`src/rtl/sam_sched_ctrl_if.sv`:
```
// Handshake/config bundle between a frame controller and the sample scheduler.
// Ports: start/stop pulses and div/sps/nsym config in; sample/symbol strobes,
// indices and frame status out. The master drives control; the slave is the scheduler.
interface sam_sched_ctrl_if #(
    parameter int CNT_W = 16,
    parameter int SPS_W = 4,
    parameter int FRM_W = 12
);
    logic             start;
    logic             stop;
    logic [CNT_W-1:0] div_cfg;
    logic [SPS_W-1:0] sps_cfg;
    logic [FRM_W-1:0] nsym_cfg;
    logic             sam_en;
    logic             sym_en;
    logic [SPS_W-1:0] sam_idx;
    logic [FRM_W-1:0] sym_cnt;
    logic             busy;
    logic             done;
    logic             cfg_err;

    modport master (
        output start, stop, div_cfg, sps_cfg, nsym_cfg,
        input  sam_en, sym_en, sam_idx, sym_cnt, busy, done, cfg_err
    );

    modport slave (
        input  start, stop, div_cfg, sps_cfg, nsym_cfg,
        output sam_en, sym_en, sam_idx, sym_cnt, busy, done, cfg_err
    );
endinterface

```
`src/rtl/sam_sched_ctrl.sv`:
```
// Sample/symbol/frame strobe sequencer for one QPSK frame (clock-enable generator).
// Latency: busy rises 1 edge after start; first sam_en div edges later; done 1 edge after last strobe.
// Backpressure: none; strobes free-run once started, stop aborts, start ignored while busy.
// Ports: clk, rst (sync, active-high); bus (slave modport) carries start/stop, div/sps/nsym
// config, and the sam_en/sym_en strobes, sam_idx/sym_cnt indices, busy/done/cfg_err status.
module sam_sched_ctrl #(
    parameter int CNT_W   = 16,
    parameter int SPS_W   = 4,
    parameter int FRM_W   = 12,
    parameter int DEF_DIV = 100
) (
    input  logic                clk,
    input  logic                rst,
    sam_sched_ctrl_if.slave     bus
);
    localparam logic [0:0] ST_IDLE = 1'b0;
    localparam logic [0:0] ST_RUN  = 1'b1;

    localparam logic [CNT_W-1:0] CNT_ONE = CNT_W'(1);
    localparam logic [SPS_W-1:0] SPS_ONE = SPS_W'(1);
    localparam logic [FRM_W-1:0] FRM_ONE = FRM_W'(1);

    logic [0:0]       state;
    logic [CNT_W-1:0] div_q;
    logic [SPS_W-1:0] sps_q;
    logic [FRM_W-1:0] nsym_q;
    logic [CNT_W-1:0] div_cnt;
    // Index the next strobe will carry; sam_idx only shows it once the strobe fires.
    logic [SPS_W-1:0] idx_next;

    logic [CNT_W-1:0] div_sel;
    logic             cfg_ok;
    logic             start_ok;
    logic             start_bad;
    logic             div_wrap;
    logic             sym_last;
    logic             frame_end;

    always_comb begin
        div_sel = bus.div_cfg;
        if (bus.div_cfg == '0) begin
            div_sel = CNT_W'(DEF_DIV);
        end else if (bus.div_cfg == CNT_ONE) begin
            // A divide of 1 would leave no idle cycle between strobes.
            div_sel = CNT_W'(2);
        end
    end

    assign cfg_ok    = (bus.sps_cfg != '0) && (bus.nsym_cfg != '0);
    // stop wins over a coincident start, so neither a frame nor cfg_err results.
    assign start_ok  = bus.start && !bus.stop && cfg_ok;
    assign start_bad = bus.start && !bus.stop && !cfg_ok;
    assign div_wrap  = (div_cnt == div_q - CNT_ONE);
    assign sym_last  = (idx_next == sps_q - SPS_ONE);
    // The final strobe is visible on the registered outputs; the frame ends on the edge after.
    assign frame_end = bus.sym_en && (bus.sym_cnt == nsym_q - FRM_ONE);

    always_ff @(posedge clk) begin
        if (rst) begin
            state       <= ST_IDLE;
            div_q       <= '0;
            sps_q       <= '0;
            nsym_q      <= '0;
            div_cnt     <= '0;
            idx_next    <= '0;
            bus.sam_en  <= 1'b0;
            bus.sym_en  <= 1'b0;
            bus.sam_idx <= '0;
            bus.sym_cnt <= '0;
            bus.busy    <= 1'b0;
            bus.done    <= 1'b0;
            bus.cfg_err <= 1'b0;
        end else begin
            bus.sam_en  <= 1'b0;
            bus.sym_en  <= 1'b0;
            bus.done    <= 1'b0;
            bus.cfg_err <= 1'b0;

            case (state)
                ST_IDLE: begin
                    if (start_ok) begin
                        state       <= ST_RUN;
                        bus.busy    <= 1'b1;
                        div_q       <= div_sel;
                        sps_q       <= bus.sps_cfg;
                        nsym_q      <= bus.nsym_cfg;
                        div_cnt     <= '0;
                        idx_next    <= '0;
                        bus.sam_idx <= '0;
                        bus.sym_cnt <= '0;
                    end else if (start_bad) begin
                        bus.cfg_err <= 1'b1;
                    end
                end

                ST_RUN: begin
                    if (bus.stop || frame_end) begin
                        // Abort and normal completion clear identically; only done differs.
                        state       <= ST_IDLE;
                        bus.busy    <= 1'b0;
                        bus.done    <= !bus.stop;
                        div_cnt     <= '0;
                        idx_next    <= '0;
                        bus.sam_idx <= '0;
                        bus.sym_cnt <= '0;
                    end else begin
                        if (bus.sym_en) begin
                            bus.sym_cnt <= bus.sym_cnt + FRM_ONE;
                        end
                        if (div_wrap) begin
                            div_cnt     <= '0;
                            bus.sam_en  <= 1'b1;
                            bus.sym_en  <= sym_last;
                            bus.sam_idx <= idx_next;
                            idx_next    <= sym_last ? '0 : idx_next + SPS_ONE;
                        end else begin
                            div_cnt <= div_cnt + CNT_ONE;
                        end
                    end
                end

                default: begin
                    state <= ST_IDLE;
                end
            endcase
        end
    end
endmodule

```
`src/flat_wrapper.sv`:
```
// flat-port wrapper written by rule: the top's interface ports become plain ports
module sam_sched_ctrl_flat 
#(
    parameter int CNT_W   = 16,
    parameter int SPS_W   = 4,
    parameter int FRM_W   = 12,
    parameter int DEF_DIV = 100
)
  (clk, rst, bus_start, bus_stop, bus_div_cfg, bus_sps_cfg, bus_nsym_cfg, bus_sam_en, bus_sym_en, bus_sam_idx, bus_sym_cnt, bus_busy, bus_done, bus_cfg_err);
  sam_sched_ctrl_if #(.CNT_W(CNT_W), .SPS_W(SPS_W), .FRM_W(FRM_W)) bus_i ();
  input  logic clk;
  input  logic rst;
  input wire logic [$bits(bus_i.start)-1:0] bus_start;
  input wire logic [$bits(bus_i.stop)-1:0] bus_stop;
  input wire logic [$bits(bus_i.div_cfg)-1:0] bus_div_cfg;
  input wire logic [$bits(bus_i.sps_cfg)-1:0] bus_sps_cfg;
  input wire logic [$bits(bus_i.nsym_cfg)-1:0] bus_nsym_cfg;
  output wire logic [$bits(bus_i.sam_en)-1:0] bus_sam_en;
  output wire logic [$bits(bus_i.sym_en)-1:0] bus_sym_en;
  output wire logic [$bits(bus_i.sam_idx)-1:0] bus_sam_idx;
  output wire logic [$bits(bus_i.sym_cnt)-1:0] bus_sym_cnt;
  output wire logic [$bits(bus_i.busy)-1:0] bus_busy;
  output wire logic [$bits(bus_i.done)-1:0] bus_done;
  output wire logic [$bits(bus_i.cfg_err)-1:0] bus_cfg_err;
  assign bus_i.start = bus_start;
  assign bus_i.stop = bus_stop;
  assign bus_i.div_cfg = bus_div_cfg;
  assign bus_i.sps_cfg = bus_sps_cfg;
  assign bus_i.nsym_cfg = bus_nsym_cfg;
  assign bus_sam_en = bus_i.sam_en;
  assign bus_sym_en = bus_i.sym_en;
  assign bus_sam_idx = bus_i.sam_idx;
  assign bus_sym_cnt = bus_i.sym_cnt;
  assign bus_busy = bus_i.busy;
  assign bus_done = bus_i.done;
  assign bus_cfg_err = bus_i.cfg_err;
  sam_sched_ctrl #(.CNT_W(CNT_W), .SPS_W(SPS_W), .FRM_W(FRM_W), .DEF_DIV(DEF_DIV)) u_core (.clk(clk), .rst(rst), .bus(bus_i));
endmodule
```
`config.mk`:
```
export PLATFORM = sky130hd
export DESIGN_NAME = sam_sched_ctrl_flat
export DESIGN_NICKNAME = d
export VERILOG_FILES = /design/src/rtl/sam_sched_ctrl_if.sv /design/src/rtl/sam_sched_ctrl.sv /design/src/flat_wrapper.sv
export SDC_FILE = /design/constraint.sdc
export NUM_CORES = 1
export LEC_CHECK = 0
export ABC_AREA = 1
export CAP_MARGIN = 20
export CORE_MARGIN = 4
export CORE_UTILIZATION = 30
export DETAILED_ROUTE_END_ITERATION = 10
export MAX_ROUTING_LAYER = met4
export PLACE_DENSITY = 0.58
export SYNTH_ARGS = -nofsm -noshare
export SYNTH_HDL_FRONTEND = slang
export SYNTH_SLANG_ARGS = --single-unit
```
`constraint.sdc`:
```
create_clock -name clk -period 1.9 [get_ports clk]
set_clock_uncertainty 0.05 [all_clocks]
set_input_delay 0.285 -clock clk [delete_from_list [all_inputs] [get_ports clk]]
set_output_delay 0.285 -clock clk [all_outputs]
set_load 0.01 [all_outputs]
```
Word level (Yosys, flattened, before mapping)
Cells that the tools add are included.
W data, S select, Z words.
{"block": "classes", "add_sub_neg": 6, "n_div": 0, "n_bitwise": 3, "reduce_logical": 19, "eq_ne": 8, "mul": 0, "muxes": 26, "n_shift": 0, "magnitude_cmp": 0}
{"cell": "$mux W16", "n": 5}
{"cell": "$mux W12", "n": 3}
{"cell": "$pmux W16 S2", "n": 1}
{"cell": "$mux W4", "n": 6}
{"cell": "$pmux W12 S2", "n": 1}
{"cell": "$add A16 B1 Y16 const B", "n": 1}
{"cell": "$eq A16 B1 Y1 const B", "n": 1}
{"cell": "$eq A16 B16 Y1", "n": 1}
{"cell": "$logic_not A16 Y1", "n": 1}
{"cell": "$pmux W4 S2", "n": 2}
{"cell": "$sub A16 B1 Y16 const B", "n": 1}
{"cell": "$add A12 B1 Y12 const B", "n": 1}
{"cell": "$eq A12 B12 Y1", "n": 1}
{"cell": "$reduce_bool A12 Y1", "n": 1}
{"cell": "$sub A12 B1 Y12 const B", "n": 1}
{"cell": "$reduce_or A3 Y1", "n": 3}
{"cell": "$reduce_and A2 Y1", "n": 4}
{"cell": "$mux W1", "n": 6}
{"cell": "$logic_and A1 B1 Y1", "n": 5}
{"cell": "$add A4 B1 Y4 const B", "n": 1}
{"cell": "$eq A4 B4 Y1", "n": 1}
{"cell": "$pmux W1 S2", "n": 2}
{"cell": "$reduce_bool A4 Y1", "n": 1}
{"cell": "$reduce_or A4 Y1", "n": 1}
{"cell": "8 further kinds", "n": 11}
{"block": "totals", "ramBits": 0, "rom_bits": 0, "latch_bits": 0, "input_bits": 36, "regBits": 74, "mem_count": 0, "output_inout_bits": 21, "elab_cells": 75}

Longest topological paths before layout
Gate-level depths: netlist (run 1).
{"block": "logic_depth", "ltp_word": 6, "mapped_depth": 17, "ltp_nobuf": 17}

Least setup slack after synthesis (run 1)
OpenSTA, ideal clock, no wires.
{"block": "synth_path", "kind": "register to register", "start": "reg u_core.div_q[0]", "end": "reg u_core.idx_next[0]", "path_buffers": 0, "stages_incl_launch_ff": 16, "path_slack_ns": -0.055, "synth_period_minus_slack_ns": 1.955, "arrival_ns": 1.792, "setup_time_ns": 0.113, "t_required_ns": 1.737, "path_cell_list": "dfxtp_1 > inv_2 > ha_1 > nand2_4 > nor2_8 > nand2_2 > nand2_1 > nand2_1 > nor2_1 > nand2_1 > nor2_2 > nand3_4 > nand2_4 > nand2_1 > nand2_1 > nor2_1"}
{"block": "synth_via", "elab_chain_len": 4}
{"element": "from (decl)", "line_no": "sam_sched_ctrl.sv:24", "text": "logic [CNT_W-1:0] div_q;"}
{"element": "from (signal assigned)", "line_no": "sam_sched_ctrl.sv:84", "text": "div_q <= div_sel;"}
{"element": "$sub A16 B1 Y16", "line_no": "sam_sched_ctrl.sv:53", "text": "assign div_wrap = (div_cnt == div_q - CNT_ONE);"}
{"element": "$eq A16 B16 Y1", "line_no": "sam_sched_ctrl.sv:53"}
{"element": "$ne A3 B3 Y1 (no line)"}
{"element": "$reduce_and A2 Y1 (no line)"}
{"element": "to (signal assigned)", "line_no": "sam_sched_ctrl.sv:115", "text": "idx_next <= sym_last ? '0 : idx_next + SPS_ONE;"}
{"element": "to (decl)", "line_no": "sam_sched_ctrl.sv:29", "text": "logic [SPS_W-1:0] idx_next;"}
Every way passes these cells.
A chain may end at the register's enable or synchronous reset.

Final worst setup path (run 1)
{"block": "layout_path", "start": "reg u_core.nsym_q[0]", "end": "reg u_core.bus.sam_idx[1]"}
{"block": "layout_via", "elab_chain_len": 6, "word_cells_on_any_way": 8, "classes_between": "add/sub: 1; eq/ne: 2; mux: 2; reduce/logical: 3"}
{"element": "from (decl)", "line_no": "sam_sched_ctrl.sv:26", "text": "logic [FRM_W-1:0] nsym_q;"}
{"element": "from (signal assigned)", "line_no": "sam_sched_ctrl.sv:86", "text": "nsym_q <= bus.nsym_cfg;"}
{"element": "$sub A12 B1 Y12 (*)", "line_no": "sam_sched_ctrl.sv:56", "text": "assign frame_end = bus.sym_en && (bus.sym_cnt == nsym_q - FRM_ONE);"}
{"element": "$eq A12 B12 Y1 (*)", "line_no": "sam_sched_ctrl.sv:56"}
{"element": "$logic_and A1 B1 Y1 (*)", "line_no": "sam_sched_ctrl.sv:56"}
{"element": "$logic_or A1 B1 Y1 (*)", "line_no": "sam_sched_ctrl.sv:97", "text": "if (bus.stop || frame_end) begin"}
{"element": "$mux W4 or $ne A3 B3 Y1 (tied branches)"}
{"element": "$pmux W4 S2 or $reduce_and A2 Y1 (tied branches)"}
{"element": "to (signal assigned)", "line_no": "sam_sched_ctrl.sv:114", "text": "bus.sam_idx <= idx_next;"}
{"element": "to (decl)", "line_no": "sam_sched_ctrl_if.sv:29", "text": "output sam_en, sym_en, sam_idx, sym_cnt, busy, done, cfg_err"}
Every way passes the cells marked *; elsewhere a longest branch is shown, timed or not.

==> impl_metrics.csv, run 1 <==
group,metric,value,unit
status,status,"finished with violations",
status,violations,"negative setup slack",
cts,hold_buffers,0,
detailed_routing,detail_route.wl_per_cell,12.9,um
logic_synthesis,ys_top_cells_by_area,"dfxtp_1, nand2_1, inv_1",
cts,cts_tree,"yes",
place,place_inst,1102,
detailed_routing,avgViaCountPerCell,4.60,
logic_synthesis,yosysSeqAreaShare,30.5,%
logic_synthesis,synth_xor_area_share,5.41,%
timing,tightestPinTransition,0.416,ns
critical_path,cp-end-kind,"register",
grt,antenna_found_initial,0,
logic_synthesis,synth_cell_types,34,
detailed_routing,drtIter0Drc,243,
hold_path,hp-class,"reg2reg",
floorplan,core-area,0.0159,sq mm
logic_synthesis,synth_cells,771,
timing,tns,-0.476,ns
place,place_congestion,0.853,
logic_synthesis,async_flop_share,0,%
logic_synthesis,synth_edf_count,0,
finish,seqCellArea,0.00150,sq mm
floorplan,dieArea,0.0183,sq mm
cts,cts_root_buffer,"clkbuf_16",
power_and_ir_drop,finalPower,4.67,mW
timing,rsz0062_at_grt,"true",
grt,first_global_vias,4781,
timing,hold_violations,0,
timing,worst_slack,-0.0616,ns
critical_path,worstPathArrival,2.15,ns
logic_synthesis,synthTopCellsByCount,"nand2_1, inv_1, nor2_1",
logic_synthesis,synth_compound_area_share,10.5,%
timing,drv_slew,0,
logic_synthesis,synth_top_cell_area_share,30.5,%
finish,final_cell_count_no_fill,1129,
detailed_routing,wirelength,14600,um
critical_path,cp_cell_sequence,"inv_2 > ha_4 > inv_2 > nand2_2 > nand2_1 > nand2_1 > nand2_1 > nor2_2 > nand2_2 > nor2_4 > nand4_4 > nand2_4 > nand2_8 > buf_12 > nand3_1 > a21oi_2",
grt,grt_overflow_total,0,
cts,cts.sinks,74,
critical_path,crit_type,"reg2reg",
floorplan,rows,46,
logic_synthesis,ys_warn_count,0,
timing,fin_crit_sh,103,%
timing,setup_viol,14,
timing,slew_headroom,72.0,%
floorplan,ios,57,
logic_synthesis,synth_area,0.00486,sq mm
logic_synthesis,synth.ff_latch_count,74,
detailed_routing,drc,0,
place,io_buffers,56,
timing,max_freq,510,MHz
cts,cts_max_path_buffers,2,
logic_synthesis,synth_ff_type,"dfxtp_1",
place,placedInstanceArea,0.00625,sq mm
critical_path,critical_path.max_fanout,6,
floorplan,initial_utilization,30.6,%
timing,post-route-min-period,1.96,ns
logic_synthesis,synthAdderAreaFrac,1.54,%
cts,cts_buffers,9,
job,cap_violations,0,
finish,fill_cells,1682,
cts,insertion_delay,0.35,ns
finish,multi_input_area,0.00325,sq mm
logic_synthesis,synthMuxAreaShare,0,%
grt,grt_max_degree,50,
critical_path,crit_top_cell,"nand2_1",
critical_path,cp_num_buf_inv,3,
cts,clkTransAtPathRegs,0.07,ns
critical_path,worst-endpoint-required,2.09,ns
detailed_routing,vias,5199,
finish,stdcell_area,0.00699,sq mm
critical_path,cp_slowest_stage_delay,0.32,ns
logic_synthesis,synth_most_common_cell,"nand2_1",
detailed_routing,drtPass1Iterations,4,
critical_path,cp_slowest_cell,"dfxtp_2",
logic_synthesis,synth.avg_cell_area,6.30,sq um
logic_synthesis,synth_fp_nets,813,
cts,cts_max_level,3,
logic_synthesis,yosysTopAreaCell,"dfxtp_1",
grt,grt.total_usage,16.1,%
detailed_routing,ant_nets,0,
floorplan,die_w,135,um
power_and_ir_drop,ir_worst_vdd,0.000537,V
power_and_ir_drop,leakage,2.95,nW
floorplan,die_h,135,um
logic_synthesis,synth_top_family_by_area,"simple AND/OR/NAND/NOR gates",
power_and_ir_drop,power.density,668,mW/mm^2
grt,grt_pass1_wl,22900,um
finish,layout-drive-gt1-share,23.0,%
finish,final_nets,950,
logic_synthesis,synth_simple_gate_area_share,43.0,%
place,dp_hpwl,10600,um
critical_path,worstSetupStartpointType,"register",
finish,num_antenna_cells,0,
critical_path,path_delay_family,"simple AND/OR/NAND/NOR gates",
finish,syn2layout_area_growth,43.8,%
-- per-layer routing --
layer  vias up  track usage, %  wire length (um)
li1       2753               -                 -
met1      2334            20.6              6950
met2        96            25.8              6780
met3        16            2.90               674
met4         0            5.10               201
met5         -               -                 0
-- kinds of logic (layout without fill, tap and decap cells) --
kind of cell / after synthesis / in the layout
compound gates: 100 / 100
buf+inv: 115 / 256
fa+ha+maj: 6 / 6
simple gates: 446 / 447
flops: 74 / 74
xor+xnor: 30 / 30
-- cell usage in the layout, fill, tap and decap left out, drive strengths merged --
| cell | n |
|---|---|
| or2 | 2 |
| inv | 99 |
| nand2 | 222 |
| clkinv | 4 |
| clkdlybuf4s50 | 56 |
| and2 | 1 |
| ha | 6 |
| a21oi | 55 |
| nand3b | 4 |
| nor2 | 111 |
| nor4 | 6 |
| clkinvlp | 1 |
| bufinv | 1 |
| a2111oi | 1 |
| xor2 | 16 |
| o21ai | 42 |
| dfxtp | 74 |
| nand3 | 63 |
| clkbuf | 12 |
| nand4 | 12 |
| nor3b | 4 |
| a41oi | 1 |
| a211oi | 1 |
| nor3 | 22 |
| buf | 83 |
| xnor2 | 14 |
-- power breakdown --
part | switching [mW] | total [mW] | leakage (nW) | internal [mW]
Combinational | 0.721 | 1.25 | 2.20 | 0.532
Sequential | 0.0593 | 1.67 | 0.606 | 1.61
Clock | 0.728 | 1.75 | 0.143 | 1.02
-- worst min-delay path, delay by kind of cell (launching register included) --
family | cells | cell delay (ns)
DFF | 1 | 0.31
AOI/OAI and AO/OA | 1 | 0.06
buffers and inverters | 1 | 0.07
-- cell type report --
| class | instances | share of cell area (%) |
|---|---|---|
| Clock buffer | 10 | 3.28 |
| Timing Repair Buffer | 141 | 18.7 |
| Clock inverter | 6 | 0.931 |
| Sequential cell | 74 | 21.4 |
| Inverter | 99 | 5.32 |
| Multi-Input combinational cell | 583 | 46.5 |
| Tap cell | 216 | 3.87 |
-- registers in the layout, summed over array words and instances (netlist names), 4 cells and up --
register,flops
u_core.div_cnt,16
u_core.div_q,16
u_core.bus.sym_cnt,12
u_core.nsym_q,12
u_core.bus.sam_idx,4
u_core.idx_next,4
u_core.sps_q,4
-- worst paths after layout --
check / slack (ns) / end / startpoint / cells after the start
worst max register to register: -0.06 / u_core.bus.sam_idx[1]$_SDFFE_PP0P_ / u_core.nsym_q[0]$_SDFFE_PP0P_ / 16
worst min register to register: 0.43 / u_core.nsym_q[9]$_SDFFE_PP0P_ / u_core.nsym_q[9]$_SDFFE_PP0P_ / 2
worst max-delay path: -0.06 / u_core.bus.sam_idx[1]$_SDFFE_PP0P_ / u_core.nsym_q[0]$_SDFFE_PP0P_ / 16
worst min-delay path: 0.43 / u_core.nsym_q[9]$_SDFFE_PP0P_ / u_core.nsym_q[9]$_SDFFE_PP0P_ / 2
-- metrics by stage --
stage                     setup slack (ns)  utilization [%]  hold slack, ns
final                              -0.0616             44.0           0.427
after detailed placement            -0.337             39.4           0.410
after floorplan                     0.0142                -           0.324
after global placement              -0.331             39.4           0.419
after CTS                          -0.0451             42.6           0.428
after global routing                -0.193             44.0           0.457
-- what timing repair did --
item / CTS / global route
resized for setup: 49 / 42
setup endpoints to repair: 41 / 58
pin swaps: 22 / 17
buffers inserted: 6 / 4
gates cloned: 1 / 2
(Power assumes the default switching activity.)
==> run 2: changes to the inputs <==
CTS_BUF_LIST = sky130_fd_sc_hd__clkbuf_4 sky130_fd_sc_hd__clkbuf_8   (was default)
==> impl_metrics.csv, run 2 (synthesized netlist as in run 1, its figures left out) <==
group,metric,value,unit
job,cap_violations,0,
place,dp_hpwl,10600,um
timing,drv_slew,0,
floorplan,initial_utilization,30.6,%
critical_path,r2r-end,"u_core.idx_next[0]$_SDFFE_PP0P_",
cts,insertion_delay,0.37,ns
finish,final_nets,950,
critical_path,worstSetupStartpointType,"register",
hold_path,hold_end,"u_core.nsym_q[9]$_SDFFE_PP0P_",
floorplan,rows,46,
timing,post-route-min-period,1.96,ns
timing,fin_crit_sh,103,%
hold_path,hold_depth,2,
grt,grt_overflow_total,0,
timing,tightestPinTransition,0.416,ns
floorplan,dieArea,0.0183,sq mm
timing,tns,-0.532,ns
power_and_ir_drop,power.density,609,mW/mm^2
finish,syn2layout_area_growth,42.9,%
floorplan,die_h,135,um
power_and_ir_drop,ir_worst_vdd,0.000409,V
status,violations,"negative setup slack",
cts,clkTransAtPathRegs,0.09,ns
detailed_routing,ant_nets,0,
timing,rsz0062_at_grt,"true",
finish,fill_cells,1700,
finish,mostFrequentLayoutCell,"nand2_1",
grt,grt.total_usage,16.0,%
status,status,"finished with violations",
timing,slew_headroom,72.0,%
finish,layout-drive-gt1-share,24.8,%
grt,grt_max_degree,50,
hold_path,hp-class,"reg2reg",
power_and_ir_drop,leakage,2.93,nW
detailed_routing,drc,0,
place,place_congestion,0.853,
cts,cts_buffers,9,
detailed_routing,avgViaCountPerCell,4.58,
timing,setup_viol,18,
critical_path,crit_start,"u_core.div_q[1]$_SDFFE_PP0P_",
critical_path,r2r_start,"u_core.div_q[1]$_SDFFE_PP0P_",
grt,antenna_found_initial,0,
critical_path,worstPathArrival,2.18,ns
cts,cts_max_path_buffers,2,
cts,hold_buffers,0,
floorplan,core-area,0.0159,sq mm
hold_path,hold_start,"u_core.nsym_q[9]$_SDFFE_PP0P_",
detailed_routing,drtPass1Iterations,5,
timing,whs,0.431,ns
critical_path,cp-end-kind,"register",
timing,max_freq,511,MHz
timing,worst_slack,-0.0582,ns
critical_path,critical_path.max_fanout,8,
detailed_routing,vias,5174,
detailed_routing,detail_route.wl_per_cell,12.8,um
cts,cts_max_level,3,
cts,cts_root_buffer,"clkbuf_8",
cts,cts.sinks,74,
cts,cts_tree,"yes",
critical_path,ff2ff_path_depth,14,
place,place_inst,1102,
detailed_routing,drtIter0Drc,261,
critical_path,ff2ff_setup_slack,-0.06,ns
floorplan,die_w,135,um
finish,top_regs,"u_core.div_cnt: 16 flops, u_core.div_q: 16 flops",
timing,hold_violations,0,
critical_path,crit_type,"reg2reg",
critical_path,worst-endpoint-required,2.12,ns
grt,grt_pass1_wl,22700,um
finish,num_antenna_cells,0,
finish,mostFrequentLayoutCells,"nand2_1, inv_1, buf_4",
detailed_routing,wirelength,14400,um
place,io_buffers,56,
finish,final_cell_count_no_fill,1129,
floorplan,ios,57,
grt,first_global_vias,4707,
## run 2: cell types whose count changed in the layout (fill, tap and decap cells not counted), sizes merged
cell / delta
buf: +1
clkbuf: -1
## run 2: repair_timing
action | 4_1_cts | 5_1_grt
pin swaps | 26 | 19
endpoints found under the setup margin | 41 | 44
resized for setup | 53 | 57
cloned | 1 | 1
buffers inserted | 4 | 6
## run 2: power breakdown
group,switching [mW],internal [mW]
clock,0.672,0.624
combinational,0.728,0.541
sequential,0.0588,1.61
total,1.46,2.77
## run 2: worst max-delay path by stage
stage	to	slack [ns]	depth (start not counted)
global route	u_core.bus.sam_idx[2]$_SDFFE_PP0P_	-0.19	16
CTS	u_core.bus.sym_cnt[6]$_SDFFE_PP0P_	-0.05	14
global placement	u_core.bus.sym_cnt[11]$_SDFFE_PP0P_	-0.33	11
floorplan	u_core.idx_next[0]$_SDFFE_PP0P_	0.01	14
detailed placement	u_core.bus.sym_cnt[11]$_SDFFE_PP0P_	-0.34	11
finish	u_core.idx_next[0]$_SDFFE_PP0P_	-0.06	14
## run 2: final cells by class
cell class / instances / area [sq um] / area share (%)
timing repair buffer: 141 / 1300 / 18.8
multi-input combinational: 583 / 3310 / 47.6
inverter: 99 / 372 / 5.35
sequential: 74 / 1500 / 21.6
clock inverter: 6 / 65.1 / 0.937
tap: 216 / 270 / 3.89
clock buffer: 10 / 131 / 1.89
## run 2: metrics by stage
stage                     area [sq um]  utilization (%)  worst slack (ns)  total power, mW
final                             6950             43.7           -0.0582             4.23
after global routing              6950             43.7            -0.192             4.47
after detailed placement          6250             39.4            -0.337             2.78
after CTS                         6660             41.9           -0.0526             4.16
after global placement            6250             39.4            -0.331             2.77
after floorplan                   4880                -            0.0142             2.40
## run 2: worst max-delay path: stages (launching register included)
cell and delay (ns):
dfxtp_4 0.36, inv_2 0.06, ha_4 0.17, nand2_4 0.09, nor2_8 0.15, nand2_2 0.07, nand2_2 0.07, buf_4 0.11
nand4_1 0.13, nor2_4 0.18, nand3_4 0.16, nand2_8 0.14, nand2_2 0.05, nand2_1 0.05, nor2_1 0.03
## run 2: routing by layer
layer  up-vias  routed length [um]  global-route usage (%)
li1       2750                   -                       -
met5         -                   0                       -
met3         8                 504                    3.34
met4         0                 134                    4.20
met1      2338                7030                    20.6
met2        78                6740                    25.6
